$ cat config.mk
export PLATFORM = sky130hd
export DESIGN_NAME = j_uart_peer
export DESIGN_NICKNAME = d
export VERILOG_FILES = /design/src/rtl/j_uart_peer.sv
export SDC_FILE = /design/constraint.sdc
export NUM_CORES = 1
export LEC_CHECK = 0
export BUFFER_PORTS_ARGS = -buffer_cell sky130_fd_sc_hd__buf_2
export CAP_MARGIN = 10
export CORE_UTILIZATION = 55
export CTS_CLUSTER_SIZE = 10
export DETAILED_ROUTE_END_ITERATION = 8
export GPL_TIMING_DRIVEN = 0
export PLACE_DENSITY = 0.73
export SYNTH_ARGS = -nofsm -noshare
export SYNTH_HDL_FRONTEND = slang
export SYNTH_SLANG_ARGS = --single-unit
$ cat constraint.sdc
create_clock -name clk -period 3.5 [get_ports clk]
set_input_delay 0.175 -clock clk [delete_from_list [all_inputs] [get_ports clk]]
set_output_delay 0.175 -clock clk [all_outputs]
set_load 0.03 [all_outputs]
$ cat src/rtl/j_uart_peer.sv
// Far-end serial peer for JERRY UART2: 16x-oversampled TX/RX, RX FIFO with parity/framing/overflow flags.
// Line starts 1 clk after accept; RX byte is pushed 1 clk after the stop sample. tx_ready low while busy; full FIFO drops + rx_ovf.
// Optional break detection (rx_brk, BRKWAIT) under UART_PEER_BREAK_EN.
module j_uart_peer #(
   parameter int DIV_W      = 16,
   parameter int FIFO_DEPTH = 8
) (
   input  logic             clk,
   input  logic             resetl,
   input  logic [DIV_W-1:0] div,
   input  logic             par_en,
   input  logic             par_odd,
   input  logic [7:0]       tx_data,
   input  logic             tx_valid,
   output logic             tx_ready,
   output logic             serial_out,
   input  logic             serial_in,
   output logic [7:0]       rx_data,
   output logic             rx_valid,
   input  logic             rx_ready,
   output logic             rx_perr,
   output logic             rx_ferr,
   output logic             rx_ovf,
   input  logic             clr_ovf,
   output logic             rx_brk
);
   localparam int AW = $clog2(FIFO_DEPTH);
   localparam logic [DIV_W-1:0] CNT_ONE = DIV_W'(1);
   localparam logic [AW:0]      PTR_ONE = (AW+1)'(1);

   typedef enum logic [2:0] {TX_IDLE, TX_START, TX_DATA, TX_PAR, TX_STOP} tx_state_e;
   typedef enum logic [2:0] {RX_IDLE, RX_START, RX_DATA, RX_PAR, RX_STOP, RX_PUSH
`ifdef UART_PEER_BREAK_EN
      , RX_BRKWAIT
`endif
   } rx_state_e;

   tx_state_e        tx_state_q, tx_state_d;
   logic [DIV_W-1:0] tx_div_q, tx_div_d, tx_cnt_q, tx_cnt_d;
   logic [3:0]       tx_sub_q, tx_sub_d;
   logic [2:0]       tx_bit_q, tx_bit_d;
   logic [7:0]       tx_shift_q, tx_shift_d;
   logic             tx_par_q, tx_par_d, tx_pen_q, tx_pen_d;
   logic             tx_tick, tx_bit_end;

   always_comb begin
      tx_state_d = tx_state_q;
      tx_div_d   = tx_div_q;
      tx_bit_d   = tx_bit_q;
      tx_shift_d = tx_shift_q;
      tx_par_d   = tx_par_q;
      tx_pen_d   = tx_pen_q;
      tx_tick    = (tx_cnt_q == tx_div_q);
      tx_bit_end = tx_tick && (tx_sub_q == 4'd15);
      tx_cnt_d   = tx_tick ? '0 : tx_cnt_q + CNT_ONE;
      tx_sub_d   = tx_tick ? tx_sub_q + 4'd1 : tx_sub_q;
      case (tx_state_q)
         TX_IDLE: begin
            tx_cnt_d = '0;
            tx_sub_d = '0;
            if (tx_valid) begin
               tx_state_d = TX_START;
               tx_div_d   = div;
               tx_shift_d = tx_data;
               tx_par_d   = (^tx_data) ^ par_odd;
               tx_pen_d   = par_en;
               tx_bit_d   = '0;
            end
         end
         TX_START: if (tx_bit_end) tx_state_d = TX_DATA;
         TX_DATA: begin
            if (tx_bit_end) begin
               tx_shift_d = {1'b0, tx_shift_q[7:1]};
               tx_bit_d   = tx_bit_q + 3'd1;
               if (tx_bit_q == 3'd7) tx_state_d = tx_pen_q ? TX_PAR : TX_STOP;
            end
         end
         TX_PAR:  if (tx_bit_end) tx_state_d = TX_STOP;
         TX_STOP: if (tx_bit_end) tx_state_d = TX_IDLE;
         default: tx_state_d = TX_IDLE;
      endcase
   end

   // Line is decoded from state so reset forces it high without waiting for a clock.
   always_comb begin
      serial_out = 1'b1;
      case (tx_state_q)
         TX_START: serial_out = 1'b0;
         TX_DATA:  serial_out = tx_shift_q[0];
         TX_PAR:   serial_out = tx_par_q;
         default:  serial_out = 1'b1;
      endcase
   end
   assign tx_ready = (tx_state_q == TX_IDLE);

   always_ff @(posedge clk or negedge resetl) begin
      if (!resetl) begin
         tx_state_q <= TX_IDLE;
         tx_div_q   <= '0;
         tx_cnt_q   <= '0;
         tx_sub_q   <= '0;
         tx_bit_q   <= '0;
         tx_shift_q <= '0;
         tx_par_q   <= 1'b0;
         tx_pen_q   <= 1'b0;
      end else begin
         tx_state_q <= tx_state_d;
         tx_div_q   <= tx_div_d;
         tx_cnt_q   <= tx_cnt_d;
         tx_sub_q   <= tx_sub_d;
         tx_bit_q   <= tx_bit_d;
         tx_shift_q <= tx_shift_d;
         tx_par_q   <= tx_par_d;
         tx_pen_q   <= tx_pen_d;
      end
   end

   rx_state_e        rx_state_q, rx_state_d;
   logic             rx_s1_q, rx_s2_q, rx_prev_q, rx_line;
   logic [DIV_W-1:0] rx_div_q, rx_div_d, rx_cnt_q, rx_cnt_d;
   logic [3:0]       rx_sub_q, rx_sub_d;
   logic [2:0]       rx_bit_q, rx_bit_d;
   logic [7:0]       rx_shift_q, rx_shift_d;
   logic             rx_pen_q, rx_pen_d, rx_odd_q, rx_odd_d;
   logic             rx_perr_q, rx_perr_d, rx_ferr_q, rx_ferr_d;
   logic             rx_tick, rx_centre, rx_push;
`ifdef UART_PEER_BREAK_EN
   logic             rx_brk_q, rx_brk_d, rx_brk_set;
`endif

   assign rx_line = rx_s2_q;

   always_comb begin
      rx_state_d = rx_state_q;
      rx_div_d   = rx_div_q;
      rx_bit_d   = rx_bit_q;
      rx_shift_d = rx_shift_q;
      rx_pen_d   = rx_pen_q;
      rx_odd_d   = rx_odd_q;
      rx_perr_d  = rx_perr_q;
      rx_ferr_d  = rx_ferr_q;
      rx_push    = 1'b0;
`ifdef UART_PEER_BREAK_EN
      rx_brk_set = 1'b0;
`endif
      rx_tick    = (rx_cnt_q == rx_div_q);
      rx_centre  = rx_tick && (rx_sub_q == 4'd15);
      rx_cnt_d   = rx_tick ? '0 : rx_cnt_q + CNT_ONE;
      rx_sub_d   = rx_tick ? rx_sub_q + 4'd1 : rx_sub_q;
      case (rx_state_q)
         RX_IDLE: begin
            rx_cnt_d = '0;
            rx_sub_d = '0;
            if (rx_prev_q && !rx_line) begin
               rx_state_d = RX_START;
               rx_div_d   = div;
               rx_pen_d   = par_en;
               rx_odd_d   = par_odd;
               rx_perr_d  = 1'b0;
               rx_ferr_d  = 1'b0;
               rx_bit_d   = '0;
            end
         end
         // Mid-start sample realigns the tick counter so later samples land on bit centres.
         RX_START: begin
            if (rx_tick && (rx_sub_q == 4'd7)) begin
               rx_sub_d   = '0;
               rx_state_d = rx_line ? RX_IDLE : RX_DATA;
            end
         end
         RX_DATA: begin
            if (rx_centre) begin
               rx_shift_d = {rx_line, rx_shift_q[7:1]};
               rx_bit_d   = rx_bit_q + 3'd1;
               if (rx_bit_q == 3'd7) rx_state_d = rx_pen_q ? RX_PAR : RX_STOP;
            end
         end
         RX_PAR: begin
            if (rx_centre) begin
               rx_perr_d  = rx_line ^ (^rx_shift_q) ^ rx_odd_q;
               rx_state_d = RX_STOP;
            end
         end
         RX_STOP: begin
            if (rx_centre) begin
               rx_ferr_d = !rx_line;
`ifdef UART_PEER_BREAK_EN
               if (!rx_line && (rx_shift_q == 8'h00)) begin
                  rx_brk_set = 1'b1;
                  rx_state_d = RX_BRKWAIT;
               end else begin
                  rx_state_d = RX_PUSH;
               end
`else
               rx_state_d = RX_PUSH;
`endif
            end
         end
         RX_PUSH: begin
            rx_push    = 1'b1;
            rx_state_d = RX_IDLE;
         end
`ifdef UART_PEER_BREAK_EN
         RX_BRKWAIT: begin
            if (!rx_line) begin
               rx_cnt_d = '0;
               rx_sub_d = '0;
            end else if (rx_centre) begin
               rx_state_d = RX_IDLE;
            end
         end
`endif
         default: rx_state_d = RX_IDLE;
      endcase
   end

   always_ff @(posedge clk or negedge resetl) begin
      if (!resetl) begin
         rx_s1_q    <= 1'b1;
         rx_s2_q    <= 1'b1;
         rx_prev_q  <= 1'b1;
         rx_state_q <= RX_IDLE;
         rx_div_q   <= '0;
         rx_cnt_q   <= '0;
         rx_sub_q   <= '0;
         rx_bit_q   <= '0;
         rx_shift_q <= '0;
         rx_pen_q   <= 1'b0;
         rx_odd_q   <= 1'b0;
         rx_perr_q  <= 1'b0;
         rx_ferr_q  <= 1'b0;
      end else begin
         rx_s1_q    <= serial_in;
         rx_s2_q    <= rx_s1_q;
         rx_prev_q  <= rx_s2_q;
         rx_state_q <= rx_state_d;
         rx_div_q   <= rx_div_d;
         rx_cnt_q   <= rx_cnt_d;
         rx_sub_q   <= rx_sub_d;
         rx_bit_q   <= rx_bit_d;
         rx_shift_q <= rx_shift_d;
         rx_pen_q   <= rx_pen_d;
         rx_odd_q   <= rx_odd_d;
         rx_perr_q  <= rx_perr_d;
         rx_ferr_q  <= rx_ferr_d;
      end
   end

   logic [9:0]  fifo_mem_q [FIFO_DEPTH];
   logic [AW:0] wr_ptr_q, rd_ptr_q;
   logic        fifo_full, fifo_pop, fifo_wr, rx_ovf_q, rx_ovf_d;

   assign rx_valid  = (wr_ptr_q != rd_ptr_q);
   assign fifo_full = (wr_ptr_q[AW-1:0] == rd_ptr_q[AW-1:0]) && (wr_ptr_q[AW] != rd_ptr_q[AW]);
   assign fifo_pop  = rx_valid && rx_ready;
   assign fifo_wr   = rx_push && (!fifo_full || fifo_pop);
   assign {rx_perr, rx_ferr, rx_data} = fifo_mem_q[rd_ptr_q[AW-1:0]];
   assign rx_ovf_d  = !clr_ovf && (rx_ovf_q || (rx_push && !fifo_wr));
   assign rx_ovf    = rx_ovf_q;
`ifdef UART_PEER_BREAK_EN
   assign rx_brk_d  = !clr_ovf && (rx_brk_q || rx_brk_set);
   assign rx_brk    = rx_brk_q;
`else
   assign rx_brk    = 1'b0;
`endif

   always_ff @(posedge clk or negedge resetl) begin
      if (!resetl) begin
         for (int i = 0; i < FIFO_DEPTH; i++) fifo_mem_q[i] <= '0;
         wr_ptr_q <= '0;
         rd_ptr_q <= '0;
         rx_ovf_q <= 1'b0;
`ifdef UART_PEER_BREAK_EN
         rx_brk_q <= 1'b0;
`endif
      end else begin
         if (fifo_wr) begin
            fifo_mem_q[wr_ptr_q[AW-1:0]] <= {rx_perr_q, rx_ferr_q, rx_shift_q};
            wr_ptr_q <= wr_ptr_q + PTR_ONE;
         end
         if (fifo_pop) rd_ptr_q <= rd_ptr_q + PTR_ONE;
         rx_ovf_q <= rx_ovf_d;
`ifdef UART_PEER_BREAK_EN
         rx_brk_q <= rx_brk_d;
`endif
      end
   end
endmodule

---- Word-level counts from Yosys, hierarchy flattened ----
Index checks and enable logic that the tools add are counted.
storage, ports and cells
  flip-flop bits (word level) ............. 198
  input bits .............................. 32
  output and inout port bits .............. 15
cells by class
  add/subtract/negate cells ............... 8
  $lt $le $gt $ge ......................... 3
  equal/unequal tests ..................... 31
  mux-type cells .......................... 48
  bitwise operators ....................... 5
  reduce and logical (&&, ||, !) cells .... 34
operators with widths
  operator                                                   number
  bitwise mux 80 bit                                         1
  2-to-1 mux 16 bit                                          4
  2-to-1 mux 3 bit                                           18
  adder 16 x 1 -> 16 bit (second input constant)             2
  equality test 16 bit                                       2
  binary-select mux 10 bit (select 3 bit)                    1
  demux 10 bit (select 3 bit)                                1
  2-to-1 mux 10 bit                                          3
  one-hot mux 3 bit (5 select lines)                         2
  != test 2 bit (second input constant)                      12
  adder 4 x 1 -> 4 bit (second input constant)               4
  2-to-1 mux 4 bit                                           4
  2-to-1 mux 8 bit                                           2
  one-hot mux 8 bit (2 select lines)                         1
  XOR reduction 8 bit                                        2
  equality test 3 bit (second input constant)                5
  equality test 3 x 2 -> 1 bit (second input constant)       4
  one-hot mux 3 bit (2 select lines)                         2
  AND reduction 3 bit                                        4
  AND reduction 6 bit                                        2
  logical AND 1 bit                                          10
  nonzero test 2 bit                                         5
  equality test 4 bit (second input constant)                2
  greater-or-equal comparator 4 bit (second input constant)  2
  other kinds (18)                                           34

---- Logic depth before layout (Yosys ltp) ----
  depth in word-level cells ............... 9
  mapped depth ............................ 8

---- Worst setup path after synthesis ----
No wires, ideal clock.
  kind .................................... flip-flop to flip-flop
  start point ............................. register tx_state_q[0]
  end point ............................... register tx_div_q[10]
  setup time .............................. 0.125 ns
  data arrival time ....................... 1.932 ns
  required time ........................... 3.375 ns
  path slack .............................. 1.443 ns
  cell stages (with the launch flop) ...... 6
  clock period less this slack ............ 2.057 ns
  cells stage by stage .................... dfrtp_1 > clkbuf_1 > nor3_2 > nand2_1 > buf_1 > mux2_2
on the way
  longest elaborated chain between the ends .. 2
ends and longest elaborated chain
  element                        line  RTL
  start: declaration             38    tx_state_e tx_state_q, tx_state_d;
  start signal: assignment       107   tx_state_q <= tx_state_d;
  logical NOT 3 bit              n/a
  named net tx_ready             15    output logic tx_ready,
  AND reduction 2 bit (no line)  n/a
  end signal: assignment         108   tx_div_q <= tx_div_d;
  end: declaration               39    logic [DIV_W-1:0] tx_div_q, tx_div_d, tx_cnt_q, tx_cnt_d;
The timed path passes the listed nets, and every way through them passes these cells.
A chain may end at the register's enable or synchronous reset.

---- Worst setup path after layout ----
  start point ............................. register rd_ptr_q[0]
  end point ............................... output port rx_data[7]
on the way
  longest elaborated chain between the ends .. 4
ends and longest elaborated chain
  element                                               line  RTL
  start: declaration                                    250   logic [AW:0] wr_ptr_q, rd_ptr_q;
  start signal: assignment                              281   if (fifo_pop) rd_ptr_q <= rd_ptr_q + PTR_ONE;
  inverter 3 -> 4 bit (not written as such)             257   assign {rx_perr, rx_ferr, rx_data} = fifo_mem_q[rd_ptr_q[AW-1:0]];
  binary-select mux 10 bit (select 3 bit)               257
  2-to-1 mux 10 bit (not written as such) (2 in a row)  257
  end: declaration                                      18    output logic [7:0] rx_data,
Every way passes these cells. The select of a mux whose other input is x is not followed.

==> run summary <==
Sum Neg Setup Slack - 0 ps
share of layout cells above drive strength 1 - 0.296
postcts setup bufs - 0
H-tree levels - 4
post-cts resize count - 0
ys flop type - dfrtp_1
# IOs - 47
Final Skew - 15.2 ps
slowest stage delay, CP - 570 ps
crit-path max FO - 10
Arr. time, crit path - 2430 ps
worst vdd ir - 0.000426 V
Post-CTS Hold Fix Bufs - 13
total power - 5.10 mW
Core Area - 0.0172 mm²
Mean Syn Cell Area - 12.9 µm²
P_leak - 5.25 nW
initial antenna violation count - 0
endpoints failing hold - 0
CTS tree - yes
DP Wirelength - 13.1 mm
HP Class - input pin to register
PD cells - 467 mW/mm²
hold_ws - 19.6 ps
Syn Std Cell Area - 0.00963 mm²
Antenna Cells - 0
die height - 134 µm
Yosys Warn Count - 0
Worst-Margin Slew - 729 ps
CP Capture Type - primary output
first-pass GRT wire length - 32.1 mm
total gr overflow - 0
vias in the first global route - 6,403
Cell Rows - 48
TritonRoute pass-1 iters - 4
Distinct cells, synth - 55
Sink Count - 198
Starting Density - 0.560
Detail Route Antenna Nets - 0
total track usage - 0.230
max-cap check violation count - 0
Max-slew headroom - 0.510
FF+latch count, synth - 198
outcome - finished, final reports clean
Slowest cell on crit path - mux4_2
largest net degree at the start of global routing - 106
GPL Wtd Cong - 0.813
starting DRC count in detailed routing - 309
register area share after synthesis - 0.515
critical path type - register to primary output
drt wl/cell - 18.0 µm
Post-synth ARST share - 1.00
Inserted Clock Buffers - 17
clk slew on worst S/H paths - 70 ps
Final Slew Violations - 0
min Tclk post-route - 2600 ps
synthesized net count - 786
crit-path cells - buf_2 -> buf_2 -> mux4_2 -> mux2_2 -> buf_2
period utilisation layout - 0.743
CTS Buffer Depth - 2
Post-synth EDFFs - 0
Die X - 134 µm
Residual DRC - 0
total length of routed wires - 19.1 mm
Worst Path Required - 3320 ps
final layout net count - 864
fillcell total - 1,287
Critical Path Most Common Cell - buf_2
fmax - 0.385 GHz
area grow syn2layout - 13.6%
Synth Instances - 744
Final Setup Violations - 0
Vias - 6,006
via-per-instance ratio - 5.67
Die ar. - 0.0180 mm²
input/output buffers - 45
RSZ-0062 raised after global routing - false
CP startpoint kind - register
Skew-Pair Late Insertion Delay - 430 ps
clk root buf - clkbuf_16
==> layout make-up <==
type / instances / area (µm²) / share of cell area
Inverter: 15 / 56.3 / 0.00515
Buffer: 48 / 268 / 0.0245
Tap cell: 225 / 282 / 0.0257
Clock inverter: 10 / 168 / 0.0153
Timing Repair Buffer: 59 / 393 / 0.0359
Clock buffer: 22 / 464 / 0.0425
Multi-Input combinational cell: 483 / 4340 / 0.397
Sequential cell: 198 / 4960 / 0.454
==> through the flow <==
stage	util	instance area, µm²	setup WS, ps	std cells
floorplan	-	9630	1440	744
global placement	0.590	10100	-775	1014
detailed placement	0.592	10200	1170	1015
CTS	0.637	10900	856	1060
global route	0.637	10900	753	1060
finish	0.637	10900	900	1060
==> synthesized netlist by cell type (all sizes together) (18+ instances only) <==
| cell type | instances | area share |
|---|---|---|
| xor2 | 47 | 0.043 |
| nor2 | 53 | 0.021 |
| nor4 | 20 | 0.013 |
| mux2 | 135 | 0.17 |
| a21oi | 18 | 0.0094 |
| nand2 | 27 | 0.011 |
| clkbuf | 21 | 0.0083 |
| xnor2 | 42 | 0.039 |
| mux4 | 20 | 0.047 |
| dfrtp | 195 | 0.51 |
| buf | 27 | 0.019 |
==> registers in the layout (all words and copies together) (netlist names), 3 cells and up <==
| register | count |
|---|---|
| rx_sub_q | 4 |
| tx_state_q | 3 |
| wr_ptr_q | 4 |
| tx_shift_q | 8 |
| tx_bit_q | 3 |
| tx_cnt_q | 16 |
| rx_cnt_q | 16 |
| fifo_mem_q | 80 |
| rx_bit_q | 3 |
| tx_sub_q | 4 |
| rx_div_q | 16 |
| rx_state_q | 3 |
| rd_ptr_q | 4 |
| tx_div_q | 16 |
| rx_shift_q | 8 |
==> cell usage in the layout, fill, tap and decap left out, types with 13 or more instances in the layout <==
| cell | n |
|---|---|
| dfrtp_1 | 195 |
| mux2_2 | 75 |
| buf_2 | 56 |
| nor2_1 | 53 |
| xor2_1 | 47 |
| xnor2_1 | 41 |
| mux2_4 | 40 |
| nand2_1 | 27 |
| clkbuf_1 | 23 |
| nor4_1 | 20 |
| mux4_2 | 20 |
| mux2_1 | 20 |
| a21oi_1 | 18 |
| mux2i_1 | 17 |
| clkbuf_16 | 17 |
| inv_1 | 15 |
| nand3_1 | 15 |
| dlygate4sd3_1 | 13 |
==> where the power goes <==
group	switching [mW]	leakage (nW)	internal [mW]	total, mW
sequential	0.109	2.67	2.42	2.53
clock	0.835	0.311	1.24	2.08
combinational	0.248	2.28	0.242	0.490
total	1.19	5.25	3.91	5.10
==> cell families after synthesis <==
kind of cell | count (synthesis) | share of synthesized area
other | 1 | 0.000390
buffers and inverters | 63 | 0.0337
adders and majority gates | 10 | 0.0130
and+or+nand+nor | 171 | 0.0925
AOI/OAI and AO/OA | 40 | 0.0256
xor gates and xnor gates | 89 | 0.0818
muxes | 172 | 0.238
DFF | 198 | 0.515
==> layer usage <==
metal / GRT usage / routed length [µm] / up-vias
li1: - / - / 2773
met1: 0.295 / 8290 / 3093
met2: 0.389 / 9960 / 117
met3: 0.0438 / 544 / 23
met4: 0.0818 / 275 / 0
met5: 0 / 0 / -
==> worst paths after layout <==
check | startpoint | slack (ps) | cells past startpoint | end
worst max-delay path | rd_ptr_q[0] | 900 | 5 | rx_data[7]
worst min-delay path | div[5] | 20 | 2 | tx_div_q[5]
worst max register to register | rx_state_q[2] | 1170 | 7 | fifo_mem_q[33]
worst min register to register | rx_s1_q | 360 | 0 | rx_line
max in group asynchronous | resetl | 2210 | 3 | tx_cnt_q[7]
min in group asynchronous | resetl | 360 | 2 | rx_ovf
==> worst max-delay path, delay by kind of cell, from the launching register on <==
family,cells,cell delay (ps)
buffers and inverters,3,780
flip-flops,1,360
multiplexers,2,860
Power figures use the tool's default switching activity.
